$ cat src/rtl/data_memory_dumper_if.sv
// Bus bundle for data_memory_dumper: dump request, memory debug port and byte stream.
// The slave modport is the dumper's view; master is the requester/memory/consumer side.
interface data_memory_dumper_if #(
    parameter int ADDR_WIDTH = 6,
    parameter int DATA_WIDTH = 32
);
    logic                  i_start;
    logic [ADDR_WIDTH-1:0] i_base_addr;
    logic [ADDR_WIDTH-1:0] i_num_words;
    logic [ADDR_WIDTH-1:0] o_debug_addr;
    logic [DATA_WIDTH-1:0] i_debug_data;
    logic [7:0]            o_tx_data;
    logic                  o_tx_valid;
    logic                  i_tx_ready;
    logic                  o_busy;
    logic                  o_done;

    modport slave (
        input  i_start, i_base_addr, i_num_words, i_debug_data, i_tx_ready,
        output o_debug_addr, o_tx_data, o_tx_valid, o_busy, o_done
    );

    modport master (
        output i_start, i_base_addr, i_num_words, i_debug_data, i_tx_ready,
        input  o_debug_addr, o_tx_data, o_tx_valid, o_busy, o_done
    );
endinterface

$ cat src/rtl/data_memory_dumper.sv
// Walks the data memory debug port over a word range and streams each word little-endian.
// Optional DATA_MEMORY_DUMPER_CHECKSUM_EN appends an XOR checksum byte after the data.
module data_memory_dumper #(
    parameter int DATA_WIDTH = 32,
    parameter int MEM_SIZE   = 64,
    parameter int ADDR_WIDTH = $clog2(MEM_SIZE)
) (
    input logic                 clk,
    input logic                 rst,
    data_memory_dumper_if.slave bus
);

    typedef enum logic [2:0] {
        IDLE,
        ADDR,
        WAIT,
        CAPTURE,
        SEND,
        NEXT,
        DONE
`ifdef DATA_MEMORY_DUMPER_CHECKSUM_EN
        , CSUM
`endif
    } state_t;

    // State entered once the last word (or an empty request) has been handled
`ifdef DATA_MEMORY_DUMPER_CHECKSUM_EN
    localparam state_t TAIL = CSUM;
`else
    localparam state_t TAIL = DONE;
`endif

    state_t                state, state_nxt;
    logic [ADDR_WIDTH-1:0] debug_addr;
    logic [ADDR_WIDTH-1:0] word_cnt;
    logic [DATA_WIDTH-1:0] shift;
    logic [1:0]            byte_idx;
    logic                  tx_valid;
    logic [7:0]            tx_data;
    logic                  busy;
    logic                  done;
    logic                  xfer;
`ifdef DATA_MEMORY_DUMPER_CHECKSUM_EN
    logic [7:0]            csum;
`endif

    assign xfer = tx_valid && bus.i_tx_ready;

    always_ff @(posedge clk) begin
        if (rst) state <= IDLE;
        else     state <= state_nxt;
    end

    always_comb begin
        state_nxt = state;
        unique case (state)
            IDLE:    if (bus.i_start) state_nxt = (bus.i_num_words == '0) ? TAIL : ADDR;
            ADDR:    state_nxt = WAIT;
            WAIT:    state_nxt = CAPTURE;
            CAPTURE: state_nxt = SEND;
            SEND:    if (xfer && byte_idx == 2'd3) state_nxt = NEXT;
            NEXT:    state_nxt = (word_cnt == ADDR_WIDTH'(1)) ? TAIL : ADDR;
`ifdef DATA_MEMORY_DUMPER_CHECKSUM_EN
            CSUM:    if (xfer) state_nxt = DONE;
`endif
            DONE:    state_nxt = IDLE;
            default: state_nxt = IDLE;
        endcase
    end

    always_comb begin
        busy     = (state != IDLE);
        done     = (state == DONE);
        tx_valid = (state == SEND);
        tx_data  = shift[7:0];
`ifdef DATA_MEMORY_DUMPER_CHECKSUM_EN
        if (state == CSUM) begin
            tx_valid = 1'b1;
            tx_data  = csum;
        end
`endif
    end

    // Byte lanes leave through shift[7:0]; the register drains to zero after a full word
    always_ff @(posedge clk) begin
        if (rst) begin
            debug_addr <= '0;
            word_cnt   <= '0;
            shift      <= '0;
            byte_idx   <= '0;
`ifdef DATA_MEMORY_DUMPER_CHECKSUM_EN
            csum       <= '0;
`endif
        end else begin
            unique case (state)
                IDLE: begin
                    if (bus.i_start) begin
                        debug_addr <= bus.i_base_addr;
                        word_cnt   <= bus.i_num_words;
`ifdef DATA_MEMORY_DUMPER_CHECKSUM_EN
                        csum       <= '0;
`endif
                    end
                end
                CAPTURE: begin
                    shift    <= bus.i_debug_data;
                    byte_idx <= '0;
                end
                SEND: begin
                    if (xfer) begin
                        shift    <= shift >> 8;
                        byte_idx <= byte_idx + 2'd1;
`ifdef DATA_MEMORY_DUMPER_CHECKSUM_EN
                        csum     <= csum ^ shift[7:0];
`endif
                    end
                end
                NEXT: begin
                    word_cnt <= word_cnt - ADDR_WIDTH'(1);
                    if (word_cnt != ADDR_WIDTH'(1)) debug_addr <= debug_addr + ADDR_WIDTH'(4);
                end
                default: ;
            endcase
        end
    end

    assign bus.o_debug_addr = debug_addr;
    assign bus.o_tx_data    = tx_data;
    assign bus.o_tx_valid   = tx_valid;
    assign bus.o_busy       = busy;
    assign bus.o_done       = done;

endmodule

$ cat src/flat_wrapper.sv
// flat-port wrapper written by rule: the top's interface ports become plain ports
module data_memory_dumper_flat 
#(
    parameter int DATA_WIDTH = 32,
    parameter int MEM_SIZE   = 64,
    parameter int ADDR_WIDTH = $clog2(MEM_SIZE)
)
  (clk, rst, bus_i_start, bus_i_base_addr, bus_i_num_words, bus_i_debug_data, bus_i_tx_ready, bus_o_debug_addr, bus_o_tx_data, bus_o_tx_valid, bus_o_busy, bus_o_done);
  data_memory_dumper_if #(.ADDR_WIDTH(ADDR_WIDTH), .DATA_WIDTH(DATA_WIDTH)) bus_i ();
  input logic clk;
  input logic rst;
  input wire logic [$bits(bus_i.i_start)-1:0] bus_i_start;
  input wire logic [$bits(bus_i.i_base_addr)-1:0] bus_i_base_addr;
  input wire logic [$bits(bus_i.i_num_words)-1:0] bus_i_num_words;
  input wire logic [$bits(bus_i.i_debug_data)-1:0] bus_i_debug_data;
  input wire logic [$bits(bus_i.i_tx_ready)-1:0] bus_i_tx_ready;
  output wire logic [$bits(bus_i.o_debug_addr)-1:0] bus_o_debug_addr;
  output wire logic [$bits(bus_i.o_tx_data)-1:0] bus_o_tx_data;
  output wire logic [$bits(bus_i.o_tx_valid)-1:0] bus_o_tx_valid;
  output wire logic [$bits(bus_i.o_busy)-1:0] bus_o_busy;
  output wire logic [$bits(bus_i.o_done)-1:0] bus_o_done;
  assign bus_i.i_start = bus_i_start;
  assign bus_i.i_base_addr = bus_i_base_addr;
  assign bus_i.i_num_words = bus_i_num_words;
  assign bus_i.i_debug_data = bus_i_debug_data;
  assign bus_i.i_tx_ready = bus_i_tx_ready;
  assign bus_o_debug_addr = bus_i.o_debug_addr;
  assign bus_o_tx_data = bus_i.o_tx_data;
  assign bus_o_tx_valid = bus_i.o_tx_valid;
  assign bus_o_busy = bus_i.o_busy;
  assign bus_o_done = bus_i.o_done;
  data_memory_dumper #(.DATA_WIDTH(DATA_WIDTH), .MEM_SIZE(MEM_SIZE), .ADDR_WIDTH(ADDR_WIDTH)) u_core (.clk(clk), .rst(rst), .bus(bus_i));
endmodule
$ cat config.mk
export PLATFORM = sky130hd
export DESIGN_NAME = data_memory_dumper_flat
export DESIGN_NICKNAME = d
export VERILOG_FILES = /design/src/rtl/data_memory_dumper_if.sv /design/src/rtl/data_memory_dumper.sv /design/src/flat_wrapper.sv
export SDC_FILE = /design/constraint.sdc
export NUM_CORES = 1
export LEC_CHECK = 0
export CORE_MARGIN = 4
export CORE_UTILIZATION = 48
export DETAILED_ROUTE_END_ITERATION = 12
export PLACE_DENSITY = 0.88
export SLEW_MARGIN = 20
export SYNTH_ARGS = -nofsm -noshare
export SYNTH_HDL_FRONTEND = slang
export SYNTH_SLANG_ARGS = --single-unit
export TNS_END_PERCENT = 50
$ cat constraint.sdc
create_clock -name clk -period 1.6 [get_ports clk]
set_clock_uncertainty 0.1 [all_clocks]
set_input_delay 0.32 -clock clk [delete_from_list [all_inputs] [get_ports clk]]
set_output_delay 0.32 -clock clk [all_outputs]
set_load 0.03 [all_outputs]
==> summary.txt, run 1 <==
Clock tree
  – Worst-path clk slew: 100 ps
  – Root buffer cell: clkbuf_8
  – Clock Latency Late Sink: 310 ps
  – Clock Tree Buf Depth: 2
  – Total CTS buffers: 5
  – Htree depth: 2
  – Clock net sink count: 49
  – TritonCTS clock tree: yes

Timing
  – Peak Freq: 534.7 MHz
  – Setup ws final: -270.3 ps
  – Worst slew pin tran: 359.4 ps
  – Unrepaired setup endpoints after global routing: yes
  – Fin crit period: 1870 ps
  – Max-slew violations: 0
  – Fin crit share: 116.9%
  – Final Hold Fails: 0
  – Finish-stage setup viols: 40
  – Slew Limit Headroom: 75.89%

Place
  – IO buf count: 64
  – Post-DP HPWL: 4172 um
  – Placer Congestion: 0.8326
  – Placement Setup Slack: -468.5 ps

Synthesis
  – Post-synth top area share: 41.75%
  – Number of synthesized flops with an enable pin: 0
  – Avg Cell Area, Syn: 9.179 um^2
  – Sequential area share after synthesis: 41.75%
  – Largest cells by area after synthesis: dfxtp_1 42%, mux2i_1 10%, a211oi_1 7.7%
  – Top FF cell, synth: dfxtp_1
  – Register bit total from synthesis: 49
  – Post-Syn Instances: 256
  – Post-synth top area cell: dfxtp_1
  – Ys Warns: 0
  – Library cells used by synthesis: 43
  – Synthesized area: 0.002350 mm^2
  – Asr flop ratio synth: 0%
  – Mapped Nets: 308

Global route
  – Total gr overflow: 0
  – Vias in the first global route: 2120
  – Largest net degree at the start of global routing: 36
  – Initial antenna violation count: 0
  – GRT Util Overall: 21.21%
  – First-pass GRT wire length: 10430 um

Cells and area
  – Fillers: 255
  – Post-layout nets: 397
  – Area growth syn-to-layout: 59.37%
  – Commonest cells after routing, fill and taps aside: 45 x dfxtp_1, 43 x clkdlybuf4s50_1, 35 x nor2_1
  – Commonest non-fill, non-tap cell in the layout: dfxtp_1
  – Multi-input gate area: 0.001430 mm^2
  – Storage cell area: 993.5 um^2
  – Share of cells above drive strength 1: 31.79%
  – N_diodes: 0

Floorplanning
  – Die Y: 77.97 um
  – Total die area: 0.006079 mm^2
  – # IOs: 65
  – Die X: 77.97 um
  – Initial Utilization: 49.75%
  – Core area: 0.004723 mm^2
  – Site Rows: 25

Outcome
  – Failing checks: negative setup slack
  – Outcome: finished, violations left

Critical path
  – CP Capture Type: register
  – Worst Path Max Fanout: 5
  – Setup CP Type: register to register
  – Most frequent CP cell: buf_6
  – Setup crit start kind: register
  – CP max stage delay: 370 ps
  – WP buf/inv: 4
  – Req. time, crit path: 1680 ps
  – Cell Chain, Critical Path: buf_6 -> nor3b_4 -> buf_6 -> buf_4 -> clkbuf_16 -> mux2i_1 -> a211oi_1
  – Top Family by Delay on Critical Path: buffers and inverters
  – Worst EP arrival: 1950 ps
  – Highest-delay cell along the critical path: a211oi_1

Pwr
  – Total design power: 3.082 mW
  – Leakage: 1.394 nW
  – Cell Pwr Density: 823.1 mW/mm^2
  – Maximum vdd drop: 0.4996 mV

Drt
  – Routed vias: 2427
  – Drt drc: 0
  – 1st-pass router iterations: 7
  – DR vias/cell: 5.877
  – Routed wire length: 8277 um
  – WL/cell: 20.04 um
  – Initial drt markers: 181
  – Post-route ant nets: 0

Min path
  – Hold Path Class: input port to register

Run
  – Total of max-cap violations: 0
[stage by stage]
stage | hold slack, ps | TNS [ps] | area, um^2 | util, % | cells
6_report | 355.7 | -2263 | 3745 | 79.28 | 413
5_1_grt | 367.9 | -4357 | 3745 | 79.28 | 413
4_1_cts | 332.4 | -241.7 | 3358 | 71.10 | 399
3_5_place_dp | 346.9 | -5637 | 3119 | 66.04 | 385
3_3_place_gp | 339.3 | -3963 | 3119 | 66.04 | 385
2_1_floorplan | 335.6 | 0 | 2350 | - | 256
[report_power, final]
part	switching [mW]	total, mW	internal (mW)
clock network	0.441	0.752	0.311
registers	0.0735	1.38	1.30
logic	0.472	0.953	0.481
[synthesized netlist by cell type (all sizes together), types with 2 or more instances]
master   n
nor2    38
dfxtp   49
o21ai    3
nand2   17
a31oi    6
a211oi  24
a21oi   10
buf     22
ha       4
nand3    3
a22oi    8
o311ai   3
mux2i   24
or3      3
nor3     3
or4      3
clkbuf   6
a221oi   2
o211ai   4
and3b    2
inv      7
[final timing paths]
check	startpoint	to	slack [ps]	depth (start not counted)
worst min register to register	u_core.bus.o_debug_addr[1]	u_core.bus.o_debug_addr[1]	360	2
worst max-delay path	u_core.state[0]	u_core.shift[17]	-270	7
worst min-delay path	bus_i_num_words[3]	u_core.word_cnt[3]	360	3
worst max register to register	u_core.state[0]	u_core.shift[17]	-270	7
[kinds of logic (layout without fill, tap and decap cells)]
logic type | Yosys count | in the layout | share of synthesized area (%)
AOI/OAI and AO/OA | 67 | 67 | 20.87
and+or+nand+nor | 77 | 77 | 15.97
muxes | 24 | 24 | 10.22
buffers and inverters | 35 | 125 | 9.052
adders and majority gates | 4 | 4 | 2.130
DFF | 49 | 49 | 41.75
[final cells by class]
class	count	area share [%]
Clock inverter	3	0.5680
Clock buffer	5	1.838
Sequential cell	49	26.53
Timing Repair Buffer	110	29.94
Multi-Input combinational cell	172	38.19
Tap cell	67	2.239
Inverter	7	0.7016
[sequential cells by signal (all words and copies together) (netlist names)]
register,count
u_core.bus.o_debug_addr,6
u_core.byte_idx,2
u_core.shift,32
u_core.state,3
u_core.word_cnt,6
[what timing repair did]
item | 4_1_cts | 5_1_grt
setup endpoints to repair | 53 | 50
pin swaps | 13 | 27
cloned | 1 | 5
buffers inserted | 5 | 9
hold buffers | 0 | 0
gates resized for setup | 48 | 48
[layer usage]
metal	vias to the layer above	routed length, um	track usage (%)
met3	31	585	5.336
met1	1162	3247	27.57
met4	0	348	6.993
met2	136	4095	34.33
met5	-	0	0
li1	1098	-	-
[worst register-to-register path, stage by stage (launching register included)]
cell,delay (ps)
dfxtp_2,350
buf_6,120
nor3b_4,260
buf_6,160
buf_4,130
clkbuf_16,160
mux2i_1,90
a211oi_1,370
Note: power is estimated with default switching activity, not from simulation.
==> run 2: changes to the inputs <==
ABC_AREA = 1   (was unset)
CORE_UTILIZATION = 49   (was 48)
==> run 2 against run 1 <==
The run now ends clean. First-iteration DRC count down 33%. Sequential cell count unchanged. Area after synthesis up 11%. Die area up 7.9%. Via count up 9.7%. Maximum frequency up 21%. Combinational power down 33%. Non-clock buffer count down 27. Cell count up 29%. Count of clock-buffer cells in the layout unchanged. Synthesized cell count up 56%. Worst setup slack better by 330 ps. Critical path type is now register to output pin. Critical endpoint is now bus_o_debug_addr[2].
==> summary.txt, run 2 <==
Outcome
  – Outcome: completed

Global route
  – Met2 GRT Util: 40.07%
  – GRT Util Overall: 20.11%
  – Most used routing layer: met2
  – Largest net degree at the start of global routing: 30
  – First-pass GRT wire length: 10560 um
  – Total gr overflow: 0
  – Grt met1 use: 20.34%
  – Met3 Resource Use GR: 4.656%
  – Initial antenna violation count: 0
  – Vias in the first global route: 2595

Synthesis
  – Synthesized area: 0.002611 mm^2
  – Sequential area share after synthesis: 37.57%
  – Top FF cell, synth: dfxtp_1
  – Mapped Nets: 451
  – Post-Syn Instances: 399
  – Post-synth top area cell: dfxtp_1
  – Register bit total from synthesis: 49
  – Synth top cells by count: 145 x nand2_1, 70 x nor2_1, 49 x dfxtp_1, 27 x o21ai_0, 19 x a21oi_1
  – Largest cells by area after synthesis: dfxtp_1 38%, nand2_1 21%, nor2_1 10%
  – Ys Warns: 0
  – Avg Cell Area, Syn: 6.544 um^2
  – Number of synthesized flops with an enable pin: 0
  – Library cells used by synthesis: 26
  – Post-synth top area share: 37.57%
  – Asr flop ratio synth: 0%
  – Cell with the most instances after synthesis: nand2_1

Floorplanning
  – # IOs: 65
  – Core area: 0.005140 mm^2
  – Total die area: 0.006561 mm^2
  – Die Y: 81 um
  – Die X: 81 um
  – Initial Utilization: 50.80%
  – Site Rows: 26

Critical path
  – Worst Path Max Fanout: 5
  – Cell Chain, Critical Path: clkdlybuf4s15_1
  – Top Family by Delay on Critical Path: flip-flops
  – Worst EP arrival: 1120 ps
  – WP depth: 1
  – Setup crit start kind: register
  – Highest-delay cell along the critical path: dfxtp_1
  – WP buf/inv: 1
  – CP Capture Type: output pin
  – R2R setup slack: 110 ps
  – Reg2Reg Depth: 9
  – Req. time, crit path: 1180 ps
  – CP max stage delay: 420 ps
  – Setup CP Type: register to output pin

Drt
  – DR vias/cell: 4.994
  – 1st-pass router iterations: 4
  – Post-route ant nets: 0
  – Routed vias: 2662
  – Drt drc: 0
  – WL/cell: 11.84 um
  – Routed wire length: 6311 um
  – Initial drt markers: 122

Pwr
  – Clock power share: 31.4%
  – Flop pwr share: 46.7%
  – Pint: 2.062 mW
  – Maximum vdd drop: 0.4752 mV
  – Total design power: 2.906 mW
  – Sw Ratio: 29.03%
  – Net Switching: 0.8435 mW
  – Cell Pwr Density: 849.1 mW/mm^2
  – Logic pwr share: 21.9%
  – Leakage: 1.635 nW

Timing
  – Slew Limit Headroom: 77.64%
  – Final Hold Fails: 0
  – Fin crit period: 1545 ps
  – Unrepaired setup endpoints after global routing: no
  – Max-slew violations: 0
  – Finish-stage setup viols: 0
  – Setup total negative slack: 0 ps
  – Peak Freq: 647.3 MHz
  – Worst slew pin tran: 336.8 ps
  – Fin crit share: 96.55%

Clock tree
  – Total CTS buffers: 5
  – Worst-path clk slew: 90 ps
  – Htree depth: 2
  – Root buffer cell: clkbuf_8
  – TritonCTS clock tree: yes
  – Clock Latency Late Sink: 310 ps
  – Clock Tree Buf Depth: 2
  – Clock net sink count: 49

Min path
  – Hold Path Class: register to register
  – Hold Crit Depth: 2

Cells and area
  – Post-layout nets: 514
  – Largest register FFs: 32
  – Area growth syn-to-layout: 31.05%
  – Commonest non-fill, non-tap cell in the layout: nand2_1
  – Share of cells above drive strength 1: 12.10%
  – Commonest cells after routing, fill and taps aside: 145 x nand2_1, 70 x nor2_1, 47 x clkdlybuf4s50_1
  – Reg with most FFs: u_core.shift
  – Final non-filler cell total: 533
  – Fillers: 484
  – N_diodes: 0

Place
  – Placed insts: 521
  – Post-DP HPWL: 4625 um
  – Placer Congestion: 0.8560
  – IO buf count: 64

Run
  – Total of max-cap violations: 0
## run 2: routing by layer
layer  vias to the layer above  share of wire, %
li1                       1366                 -
met1                      1208                42
met2                        78                51
met3                        10               6.1
met4                         0               1.3
met5                         -                 0
## run 2: timing repair
item,4_1_cts,5_1_grt
endpoints found under the setup margin,16,20
setup buffers,1,3
hold buffers,0,0
pin swaps,1,1
resized for setup,19,6
## run 2: worst paths after layout
check | to | start
worst min-delay path | u_core.shift[26] | u_core.shift[26]
worst min register to register | u_core.shift[26] | u_core.shift[26]
worst max register to register | u_core.shift[12] | u_core.state[1]
worst max-delay path | bus_o_debug_addr[2] | u_core.bus.o_debug_addr[2]
## run 2: final cells by class
cell class                 count  area [um^2]  area share [%]
multi-input combinational    306         1354           39.56
tap                           70        87.58           2.559
timing repair buffer          83        805.8           23.55
clock inverter                 3        47.55           1.389
clock buffer                   5        68.82           2.011
sequential                    49        987.2           28.85
inverter                      17        71.32           2.084
## run 2: power by group through the flow
stage          combinational [mW]  clock (mW)  sequential, mW
6_report                    0.635       0.913            1.36
5_1_grt                     0.707       0.978            1.37
4_1_cts                     0.631       0.931            1.35
3_5_place_dp                0.645           0            1.38
3_3_place_gp                0.628           0            1.38
2_1_floorplan               0.381           0            1.39
## run 2: per-stage QoR
stage | hold slack, ps | utilization [%] | cell area (um^2) | setup slack (ps)
after floorplan | 339.0 | - | 2611 | 182.5
after CTS | 366.4 | 65.94 | 3390 | 7.966
after detailed placement | 353.2 | 63.66 | 3272 | -111.8
after global placement | 348.9 | 63.66 | 3272 | -32.37
after global routing | 385.3 | 66.58 | 3422 | 2.019
final | 364.3 | 66.58 | 3422 | 55.15
## run 2: cells by family (layout without fill, tap and decap cells)
| logic type | Yosys count | in the layout | synth area share, % |
|---|---|---|---|
| AND/OR/NAND/NOR | 251 | 251 | 40.01 |
| AO/OA/AOI/OAI | 51 | 51 | 9.919 |
| flip-flops | 49 | 49 | 37.57 |
| adder cells (fa/ha/maj) | 4 | 4 | 1.917 |
| buffers and inverters | 44 | 108 | 10.59 |
